### config.mk
export PLATFORM = sky130hd
export DESIGN_NAME = structure_tape_reader
export DESIGN_NICKNAME = d
export VERILOG_FILES = /design/src/rtl/structure_tape_reader_pkg.sv /design/src/rtl/structure_tape_reader_tape_word_decoder.sv /design/src/rtl/structure_tape_reader.sv
export SDC_FILE = /design/constraint.sdc
export NUM_CORES = 1
export LEC_CHECK = 0
export BUFFER_PORTS_ARGS = -buffer_cell sky130_fd_sc_hd__buf_2
export CORE_UTILIZATION = 55
export DETAILED_ROUTE_END_ITERATION = 7
export PLACE_DENSITY = 0.92
export SETUP_SLACK_MARGIN = 0.4
export SLEW_MARGIN = 20
export SYNTH_ARGS = -nofsm -noshare
export SYNTH_HDL_FRONTEND = slang
export SYNTH_SLANG_ARGS = --single-unit
### constraint.sdc
create_clock -name clk -period 16.5 [get_ports clk]
set_clock_uncertainty 0.1 [all_clocks]
set_input_delay 4.125 -clock clk [delete_from_list [all_inputs] [get_ports clk]]
set_output_delay 4.125 -clock clk [all_outputs]
set_load 0.02 [all_outputs]
### src/rtl/structure_tape_reader_pkg.sv
`default_nettype none
// ============================================================================
// Module      : structure_tape_reader_pkg
// Description : Shared tape types and helpers for the structure-tape reader:
//               element types, tape index, tape-char mapping in both
//               directions, reader error codes and reader states.
// Revision    : 1.0 - initial release
// ============================================================================
package structure_tape_reader_pkg;

    localparam int TAPE_INDEX_W = 16;

    typedef logic [TAPE_INDEX_W-1:0] tape_index_t;
    typedef logic [63:0]             json_tape_element_t;

    typedef enum logic [3:0] {
        ELEM_STR         = 4'd0,
        ELEM_OBJ_OPEN    = 4'd1,
        ELEM_OBJ_CLOSE   = 4'd2,
        ELEM_ARRAY_OPEN  = 4'd3,
        ELEM_ARRAY_CLOSE = 4'd4,
        ELEM_TRUE        = 4'd5,
        ELEM_FALSE       = 4'd6,
        ELEM_NULL        = 4'd7,
        ELEM_UINT        = 4'd8,
        ELEM_SINT        = 4'd9,
        ELEM_DOUBLE      = 4'd10
    } element_type_t;

    typedef enum logic [1:0] {
        TR_ERR_NONE       = 2'd0,
        TR_ERR_BAD_PREFIX = 2'd1,
        TR_ERR_DEPTH      = 2'd2,
        TR_ERR_TRUNCATED  = 2'd3
    } tape_reader_err_t;

    typedef enum logic [2:0] {
        S_IDLE      = 3'd0,
        S_FETCH     = 3'd1,
        S_WAIT      = 3'd2,
        S_NUM_FETCH = 3'd3,
        S_NUM_WAIT  = 3'd4,
        S_PRESENT   = 3'd5,
        S_DONE      = 3'd6,
        S_ERROR     = 3'd7
    } tape_reader_state_t;

    // Encoder-side mapping: element type to the 8-bit tape char.
    function automatic logic [7:0] element_type_to_tape_char(input element_type_t t);
        case (t)
            ELEM_STR:         return 8'h22;
            ELEM_OBJ_OPEN:    return 8'h7B;
            ELEM_OBJ_CLOSE:   return 8'h7D;
            ELEM_ARRAY_OPEN:  return 8'h5B;
            ELEM_ARRAY_CLOSE: return 8'h5D;
            ELEM_TRUE:        return 8'h74;
            ELEM_FALSE:       return 8'h66;
            ELEM_NULL:        return 8'h6E;
            ELEM_UINT:        return 8'h75;
            ELEM_SINT:        return 8'h6C;
            ELEM_DOUBLE:      return 8'h64;
            default:          return 8'h00;
        endcase
    endfunction

    // Decoder-side mapping, inverse of the above; unknown chars map to
    // ELEM_STR and must be screened with is_known_tape_char().
    function automatic element_type_t tape_char_to_element_type(input logic [7:0] c);
        case (c)
            8'h22:   return ELEM_STR;
            8'h7B:   return ELEM_OBJ_OPEN;
            8'h7D:   return ELEM_OBJ_CLOSE;
            8'h5B:   return ELEM_ARRAY_OPEN;
            8'h5D:   return ELEM_ARRAY_CLOSE;
            8'h74:   return ELEM_TRUE;
            8'h66:   return ELEM_FALSE;
            8'h6E:   return ELEM_NULL;
            8'h75:   return ELEM_UINT;
            8'h6C:   return ELEM_SINT;
            8'h64:   return ELEM_DOUBLE;
            default: return ELEM_STR;
        endcase
    endfunction

    function automatic logic is_known_tape_char(input logic [7:0] c);
        case (c)
            8'h22, 8'h7B, 8'h7D, 8'h5B, 8'h5D, 8'h74,
            8'h66, 8'h6E, 8'h75, 8'h6C, 8'h64: return 1'b1;
            default:                           return 1'b0;
        endcase
    endfunction

    // Numbers occupy two tape words: the tagged word plus a raw value word.
    function automatic logic is_number_type(input element_type_t t);
        return (t == ELEM_UINT) || (t == ELEM_SINT) || (t == ELEM_DOUBLE);
    endfunction

endpackage
`default_nettype wire

### src/rtl/structure_tape_reader_tape_word_decoder.sv
`default_nettype none
// ============================================================================
// Module      : tape_word_decoder
// Description : Combinational split of one 64-bit tape word into element
//               type, 56-bit payload, bad-prefix flag and number flag.
// Revision    : 1.0 - initial release
// ============================================================================
module tape_word_decoder
    import structure_tape_reader_pkg::*;
(
    input  logic [63:0]   word,
    output element_type_t elem_type,
    output logic [55:0]   payload,
    output logic          bad_prefix,
    output logic          is_number
);

    logic [7:0] w_prefix;

    assign w_prefix   = word[63:56];
    assign payload    = word[55:0];
    assign elem_type  = tape_char_to_element_type(w_prefix);
    assign bad_prefix = ~is_known_tape_char(w_prefix);
    assign is_number  = is_known_tape_char(w_prefix) & is_number_type(elem_type);

endmodule
`default_nettype wire

### src/rtl/structure_tape_reader.sv
`default_nettype none
// ============================================================================
// Module      : structure_tape_reader
// Description : Walks a finished structure tape in block RAM, decodes each
//               element (fetching the value word for numbers), presents it on
//               a valid/ready stream, tracks nesting depth and reports
//               malformed tapes through a sticky error code.
// Revision    : 1.0 - initial release
// ============================================================================
module structure_tape_reader
    import structure_tape_reader_pkg::*;
#(
    parameter int MAX_DEPTH = 32,
    parameter int DEPTH_W   = $clog2(MAX_DEPTH + 1)
) (
    input  logic                clk,
    input  logic                rst,
    input  logic                start,
    input  tape_index_t         tape_len,
    output logic                mem_rd_en,
    output tape_index_t         mem_addr,
    input  logic [63:0]         mem_rd_data,
    output logic                elem_valid,
    input  logic                elem_ready,
    output element_type_t       elem_type,
    output logic [55:0]         elem_payload,
    output logic [63:0]         elem_value,
    output tape_index_t         elem_index,
    output logic [DEPTH_W-1:0]  elem_depth,
    output logic                busy,
    output logic                done,
    output logic [1:0]          err_code
);

    tape_reader_state_t  r_state;
    tape_index_t         r_len;
    tape_index_t         r_index;
    logic [DEPTH_W-1:0]  r_depth;

    element_type_t       w_dec_type;
    logic [55:0]         w_dec_payload;
    logic                w_dec_bad;
    logic                w_dec_num;

    logic                w_is_open;
    logic                w_is_close;
    logic                w_depth_err;
    logic [DEPTH_W-1:0]  w_depth_next;
    tape_index_t         w_index_next;
    logic [TAPE_INDEX_W:0] w_idx_p1;

    tape_word_decoder u_decoder (
        .word       (mem_rd_data),
        .elem_type  (w_dec_type),
        .payload    (w_dec_payload),
        .bad_prefix (w_dec_bad),
        .is_number  (w_dec_num)
    );

    assign w_is_open  = (elem_type == ELEM_OBJ_OPEN)  || (elem_type == ELEM_ARRAY_OPEN);
    assign w_is_close = (elem_type == ELEM_OBJ_CLOSE) || (elem_type == ELEM_ARRAY_CLOSE);

    // One extra bit so the value-word bound check cannot wrap.
    assign w_idx_p1 = {1'b0, r_index} + (TAPE_INDEX_W+1)'(1);

    assign w_index_next = r_index + (is_number_type(elem_type) ? tape_index_t'(2)
                                                               : tape_index_t'(1));

    // Depth update and over/underflow detection for the presented element.
    always_comb begin
        w_depth_next = r_depth;
        w_depth_err  = 1'b0;
        if (w_is_open) begin
            if (r_depth == DEPTH_W'(MAX_DEPTH)) w_depth_err  = 1'b1;
            else                                w_depth_next = r_depth + DEPTH_W'(1);
        end else if (w_is_close) begin
            if (r_depth == '0) w_depth_err  = 1'b1;
            else               w_depth_next = r_depth - DEPTH_W'(1);
        end
    end

    // Walk state machine; every output is registered here.
    always_ff @(posedge clk or posedge rst) begin
        if (rst) begin
            r_state      <= S_IDLE;
            r_len        <= '0;
            r_index      <= '0;
            r_depth      <= '0;
            mem_rd_en    <= 1'b0;
            mem_addr     <= '0;
            elem_valid   <= 1'b0;
            elem_type    <= ELEM_STR;
            elem_payload <= '0;
            elem_value   <= '0;
            elem_index   <= '0;
            elem_depth   <= '0;
            busy         <= 1'b0;
            done         <= 1'b0;
            err_code     <= TR_ERR_NONE;
        end else begin
            // Single-cycle strobes fall back unless re-armed below.
            mem_rd_en <= 1'b0;
            done      <= 1'b0;
            case (r_state)
                S_IDLE, S_ERROR: begin
                    if (start) begin
                        r_len      <= tape_len;
                        r_index    <= '0;
                        r_depth    <= '0;
                        err_code   <= TR_ERR_NONE;
                        elem_valid <= 1'b0;
                        if (tape_len == '0) begin
                            r_state <= S_DONE;
                            done    <= 1'b1;
                        end else begin
                            r_state   <= S_FETCH;
                            mem_rd_en <= 1'b1;
                            mem_addr  <= '0;
                            busy      <= 1'b1;
                        end
                    end
                end
                S_FETCH: begin
                    r_state <= S_WAIT;
                end
                S_WAIT: begin
                    elem_type    <= w_dec_type;
                    elem_payload <= w_dec_payload;
                    elem_value   <= '0;
                    elem_index   <= r_index;
                    elem_depth   <= r_depth;
                    if (w_dec_bad) begin
                        err_code <= TR_ERR_BAD_PREFIX;
                        busy     <= 1'b0;
                        r_state  <= S_ERROR;
                    end else if (w_dec_num) begin
                        if (w_idx_p1 >= {1'b0, r_len}) begin
                            err_code <= TR_ERR_TRUNCATED;
                            busy     <= 1'b0;
                            r_state  <= S_ERROR;
                        end else begin
                            mem_rd_en <= 1'b1;
                            mem_addr  <= w_idx_p1[TAPE_INDEX_W-1:0];
                            r_state   <= S_NUM_FETCH;
                        end
                    end else begin
                        elem_valid <= 1'b1;
                        r_state    <= S_PRESENT;
                    end
                end
                S_NUM_FETCH: begin
                    r_state <= S_NUM_WAIT;
                end
                S_NUM_WAIT: begin
                    elem_value <= mem_rd_data;
                    elem_valid <= 1'b1;
                    r_state    <= S_PRESENT;
                end
                S_PRESENT: begin
                    if (elem_ready) begin
                        elem_valid <= 1'b0;
                        r_depth    <= w_depth_next;
                        r_index    <= w_index_next;
                        if (w_depth_err) begin
                            err_code <= TR_ERR_DEPTH;
                            busy     <= 1'b0;
                            r_state  <= S_ERROR;
                        end else if (w_index_next == r_len) begin
                            busy <= 1'b0;
                            if (w_depth_next != '0) begin
                                err_code <= TR_ERR_DEPTH;
                                r_state  <= S_ERROR;
                            end else begin
                                done    <= 1'b1;
                                r_state <= S_DONE;
                            end
                        end else begin
                            mem_rd_en <= 1'b1;
                            mem_addr  <= w_index_next;
                            r_state   <= S_FETCH;
                        end
                    end
                end
                S_DONE: begin
                    r_state <= S_IDLE;
                end
                default: begin
                    r_state <= S_IDLE;
                    busy    <= 1'b0;
                end
            endcase
        end
    end

endmodule
`default_nettype wire

==> results.ini, run 1 <==
[run_status]
outcome = completed

[detailed_routing]
drc_errors = 0
viasPerCell = 6.177
drtIter0Drc = 715
drt_first_pass_iters = 7
vias = 10040
wl_per_cell_um = 20.50
wirelength_mm = 33.32
ant_nets = 0

[synth]
synth_area_um2 = 10730
syn_nets = 1243
synth_cells = 1137
yosysWarnings = 0
syn_area_per_cell_um2 = 9.435
synth_ff_type = dfrtp_1
synth_cell_types = 75
ys_ff_latch = 209
ys_seq_area_share_pct = 48.75
async_flop_share_pct = 100.0
synth_edf_count = 0

[timing]
min_period_ns = 6.302
drv_slew = 0
tns_ns = 0
worstMarginPinSlew_ns = 1.005
setup_viol = 0
rsz0062_at_grt = false
hold_violations = 0
period_share_pct = 38.19
max_freq_ghz = 0.1587
max_slew_margin_pct = 32.77

[pwr]
total_power_uw = 2532
powerDensity_nw_per_um2 = 194.9
peakVddDrop_v = 0.0001347
p_leak_uw = 0.006611

[cts]
ctsResizeCount = 0
cts_setup_buffers = 0
holdBufCountCts = 0
clockBufferDepth = 3
cts_sinks = 209
cts_htree_levels = 1
clkLatencyLatePin_ns = 0.52
numCtsBuffers = 22
cts_tree = built
path_clk_slew_ns = 0.07
cts_root_buf = clkbuf_16

[global_route]
first_global_vias = 10100
grt_pass1_wl_mm = 52.53
track_usage_pct = 33.24
overflow = 0
grt_max_degree = 135
antenna_found_initial = 7

[worst_setup_path]
endpoint_kind = flip-flop
critPathRequiredTime_ns = 16.83
cp_max_fo = 33
critPathArrivalTime_ns = 6.63
crit_path_start_kind = input pin
path_class = input pin to flip-flop

[final_layout]
drive_gt1_share_pct = 25.68
instances_no_fill = 1625
fill_cells = 1410
layout.nets = 1449
fin_area_um2 = 12990
mostFrequentLayoutCells = nand2_1 (283), buf_2 (251), dfrtp_1 (209)
utilization_pct = 68.74
area_growth_pct = 21.05
final_common_cell = nand2_1

[die]
initial_core_util_pct = 56.78
dieArea_um2 = 20070
die_y_um = 141.7
rows = 50
fp.coreArea_um2 = 18890
fp.dieW_um = 141.7
io_pins = 252

[flow_run]
maxCapViolations = 0

[placement]
portBuffers = 251
gp_congestion = 0.9729
dp.cells = 1579
place_area_um2 = 12080
dpl.hpwl_mm = 22.29

[hold_path]
hold_path_class = flip-flop to flip-flop

-- cell type report --
| class | count | area (µm²) | share of cell area, % |
|---|---|---|---|
| multi-input combinational | 824 | 5095 | 39.23 |
| antenna | 6 | 15.01 | 0.1156 |
| sequential | 209 | 5230 | 40.27 |
| timing repair buffer | 260 | 1324 | 10.19 |
| tap | 260 | 325.3 | 2.505 |
| inverter | 26 | 105.1 | 0.8093 |
| clock buffer | 28 | 613.1 | 4.721 |
| clock inverter | 12 | 279.0 | 2.149 |
-- per-layer routing --
metal  track usage (%)  share of wire [%]  wire [µm]
met5                 0              0.033         11
met4             20.49                5.9       1971
met3             7.999                8.6       2863
met2             53.77                 48      16020
met1             40.31                 37      12450
-- critical path, cell delays in order --
cell,delay [ns]
buf_2,0.11
nor4_1,0.44
and4_1,0.41
nor2_1,0.13
a31oi_4,0.83
mux2_2,0.42
nor3_1,0.15
-- through the flow --
stage,setup WS (ns),hold slack (ns)
2_1_floorplan,6.566,0.4157
3_3_place_gp,9.803,0.3541
3_5_place_dp,9.696,0.3575
4_1_cts,10.22,0.3731
5_1_grt,10.03,0.3873
6_report,10.20,0.3684
-- logic make-up (layout without fill, tap and decap cells) --
family          after synthesis  count (layout)  synth area share, %
buf+inv                     104             326                4.000
mux                          37              37                3.802
flops                       209             209                48.75
xor+xnor                     36              36                2.939
other cells                   0               6                    0
fa+ha+maj                    22              22                2.636
simple gates                484             484                21.18
compound gates              245             245                16.69
-- where the power goes --
part | total [µW] | switching (µW) | internal [µW]
Sequential | 849 | 155 | 695
Combinational | 1080 | 699 | 377
Clock | 606 | 216 | 389
-- registers in the layout (all words and copies together), names as in the netlist --
name,cells
mem_rd_en,1
elem_payload,56
elem_depth,6
err_code,2
mem_addr,16
elem_valid,1
elem_type,4
r_depth,6
done,1
busy,1
r_len,16
r_index,16
elem_value,64
r_state,3
elem_index,16
-- cell usage after synthesis (all sizes together) (14+ instances only) --
| master | number | area (µm²) |
|---|---|---|
| a21oi | 29 | 148.9 |
| a22o | 69 | 604.3 |
| buf | 22 | 121.4 |
| clkbuf | 56 | 210.2 |
| dfrtp | 209 | 5230 |
| ha | 21 | 262.8 |
| inv | 26 | 97.59 |
| mux2 | 30 | 337.8 |
| nand2 | 284 | 1066 |
| nand3 | 26 | 142.6 |
| nand4 | 25 | 177.7 |
| nor2 | 54 | 202.7 |
| nor3 | 18 | 112.6 |
| nor4 | 14 | 117.6 |
| o21ai | 61 | 305.3 |
| o31ai | 15 | 112.6 |
| xnor2 | 19 | 166.4 |
| xor2 | 17 | 148.9 |
-- path summary, 6_finish.rpt --
check / end / startpoint / slack, ns / cells past startpoint
worst max-delay path: mem_addr[3] / tape_len[10] / 10.20 / 7
worst max register to register: mem_addr[3] / r_index[2] / 11.61 / 11
worst min register to register: elem_index[10] / elem_index[10] / 0.37 / 2
worst min-delay path: elem_index[10] / elem_index[10] / 0.37 / 2
min in group asynchronous: r_len[2] / rst / 3.71 / 2
max in group asynchronous: r_depth[3] / rst / 11.05 / 3
No activity file was read; power rests on OpenSTA's default activity.
==> inputs of run 2 (changes only) <==
- CORE_UTILIZATION: 55 -> 54
- PLACE_DENSITY: 0.92 -> 0.91
- clock period: 16.5 -> 5.95 ns (I/O delays scaled with it)
==> run 2 against run 1 <==
  * Hold slack lost 0.0019 ns
  * Flip-flop and latch count is the same
  * Via count shrank 2.5%
  * Highest routed layer is now met4
  * Core utilization shrank 2.7 points
  * Wire length shrank 5.8%
  * Register-to-register slack lost 10 ns
  * First-iteration DRC count shrank 12%
  * Global-route usage shrank 2.5 points
  * Combinational power grew to 2.7 times the previous value
  * Non-clock buffer count shrank 1
  * Sequential power grew to 2.8 times the previous value
==> results.ini, run 2 (synthesis gave the netlist of run 1 again) <==
[detailed_routing]
wl_per_cell_um = 19.30  ; was 20.50 µm
vias = 9790  ; was 10040
dr_wl_met3_mm = 2.582  ; was 2.863 mm
wl_met1_mm = 11.72  ; was 12.45 mm
highest_layer = met4  ; was met5
drt_first_pass_iters = 6  ; was 7
drc_errors = 0  ; unchanged
viasPerCell = 6.017  ; was 6.177
drtIter0Drc = 629  ; was 715
wirelength_mm = 31.40  ; was 33.32 mm
wl_met2_mm = 15.54  ; was 16.02 mm
ant_nets = 0  ; unchanged

[worst_setup_path]
crit_path_start_kind = flip-flop  ; was input pin
critPathRequiredTime_ns = 6.28  ; was 16.83 ns
ff2ff_setup_slack_ns = 1.28  ; was 11.61 ns
path_class = flip-flop to flip-flop  ; was input pin to flip-flop
cp_max_fo = 33  ; unchanged
critPathArrivalTime_ns = 4.99  ; was 6.63 ns
endpoint_kind = flip-flop  ; unchanged

[timing]
drv_slew = 0  ; unchanged
max_slew_margin_pct = 28.76  ; was 32.77%
period_share_pct = 78.44
rsz0062_at_grt = false  ; unchanged
min_period_ns = 4.667
max_freq_ghz = 0.2143
hold_violations = 0  ; unchanged
worstMarginPinSlew_ns = 1.069  ; was 1.005 ns
setup_viol = 0  ; unchanged
tns_ns = 0  ; unchanged

[cts]
holdBufCountCts = 0  ; unchanged
cts_tree = built  ; unchanged
cts_setup_buffers = 0  ; unchanged
clockBufferDepth = 3  ; unchanged
cts_sinks = 209  ; unchanged
numCtsBuffers = 23  ; was 22
path_clk_slew_ns = 0.06  ; was 0.07 ns
ctsResizeCount = 0  ; unchanged
cts_root_buf = clkbuf_16  ; unchanged
cts_htree_levels = 1  ; unchanged
clkLatencyLatePin_ns = 0.52  ; about the same

[final_layout]
instances_no_fill = 1627  ; was 1625
final_common_cell = nand2_1  ; unchanged
top_regs = elem_value (64), elem_payload (56)  ; unchanged
fin_area_um2 = 12860  ; was 12990 µm²
layout.nets = 1449  ; unchanged
drive_gt1_share_pct = 25.66  ; was 25.68%
area_growth_pct = 19.86  ; was 21.05%
regMostFlops = elem_value  ; unchanged
largest_reg_flops = 64  ; unchanged
mostFrequentLayoutCells = nand2_1 (283), buf_2 (251), dfrtp_1 (209)  ; unchanged

[flow_run]
maxCapViolations = 0  ; unchanged

[run_status]
outcome = completed  ; unchanged

[die]
io_pins = 252  ; unchanged
fp.dieW_um = 142.9  ; was 141.7 µm
initial_core_util_pct = 55.12  ; was 56.78%
rows = 51  ; was 50
dieArea_um2 = 20430  ; was 20070 µm²
fp.coreArea_um2 = 19460  ; was 18890 µm²
die_y_um = 142.9  ; was 141.7 µm

[global_route]
grt_pass1_wl_mm = 49.09  ; was 52.53 mm
grt_max_degree = 129  ; was 135
track_usage_pct = 30.76  ; was 33.24%
first_global_vias = 9423  ; was 10100
overflow = 0  ; unchanged
antenna_found_initial = 2  ; was 7

[placement]
place_area_um2 = 12090  ; was 12080 µm²
portBuffers = 251  ; unchanged
dp.cells = 1583  ; was 1579
dpl.hpwl_mm = 21.48  ; was 22.29 mm
gp_congestion = 0.9312  ; was 0.9729

[hold_path]
hold_path_class = flip-flop to flip-flop  ; unchanged

[pwr]
peakVddDrop_v = 0.0003723  ; was 0.0001347 V
powerDensity_nw_per_um2 = 523.9  ; was 194.9 nW/µm²
p_leak_uw = 0.006547  ; was 0.006611 µW

[run 2: layout make-up]
| class | instances | area [µm²] |
|---|---|---|
| multi-input combinational | 824 | 5095 |
| antenna | 2 | 5.005 |
| sequential | 209 | 5230 |
| clock buffer | 29 | 628.1 |
| tap | 265 | 331.6 |
| fill | 1481 | 6604 |
| timing repair buffer | 259 | 1329 |
| inverter | 26 | 101.3 |
| clock inverter | 13 | 138.9 |
[run 2: final timing paths]
| kind | from | to | depth (start not counted) |
|---|---|---|---|
| max reg2reg | r_index[2] | mem_addr[2] | 11 |
| max in group asynchronous | rst | elem_payload[33] | 3 |
| min | elem_payload[13] | elem_payload[13] | 2 |
| max | r_index[2] | mem_addr[2] | 11 |
| min in group asynchronous | rst | elem_value[17] | 2 |
| min reg2reg | elem_payload[13] | elem_payload[13] | 2 |
[run 2: routing by layer]
layer  GRT usage, %  vias to the layer above
li1               -                     4445
met1          35.86                     4707
met2          52.97                      536
met3          7.176                      102
met4          15.45                        0
met5              0                        -
[run 2: critical path: stages, from the launching register on]
cell	delay, ns
dfrtp_1	0.71
nand3_4	0.27
nor3_1	0.73
nand2_1	0.19
xnor2_1	0.17
ha_1	0.29
nand3_1	0.10
nor4_1	0.39
nand2_1	0.19
a31oi_4	0.86
mux2_2	0.41
nor3_1	0.15
[run 2: metrics by stage]
step	total power (µW)	hold slack, ns	setup WS, ns	util, %
final	6736	0.3665	1.283	66.07
after global routing	7100	0.3912	0.9993	66.07
after CTS	6723	0.3716	1.388	66.04
after detailed placement	5245	0.3568	1.392	62.10
after global placement	5149	0.3515	1.540	62.10
after floorplan	4280	0.4157	1.648	-
[run 2: power breakdown]
part	leakage (µW)	internal, µW	switching, µW
sequential	0.00270	1930	426
clock	0.000379	844	598
combinational	0.00347	1040	1900
total	0.00655	3810	2920
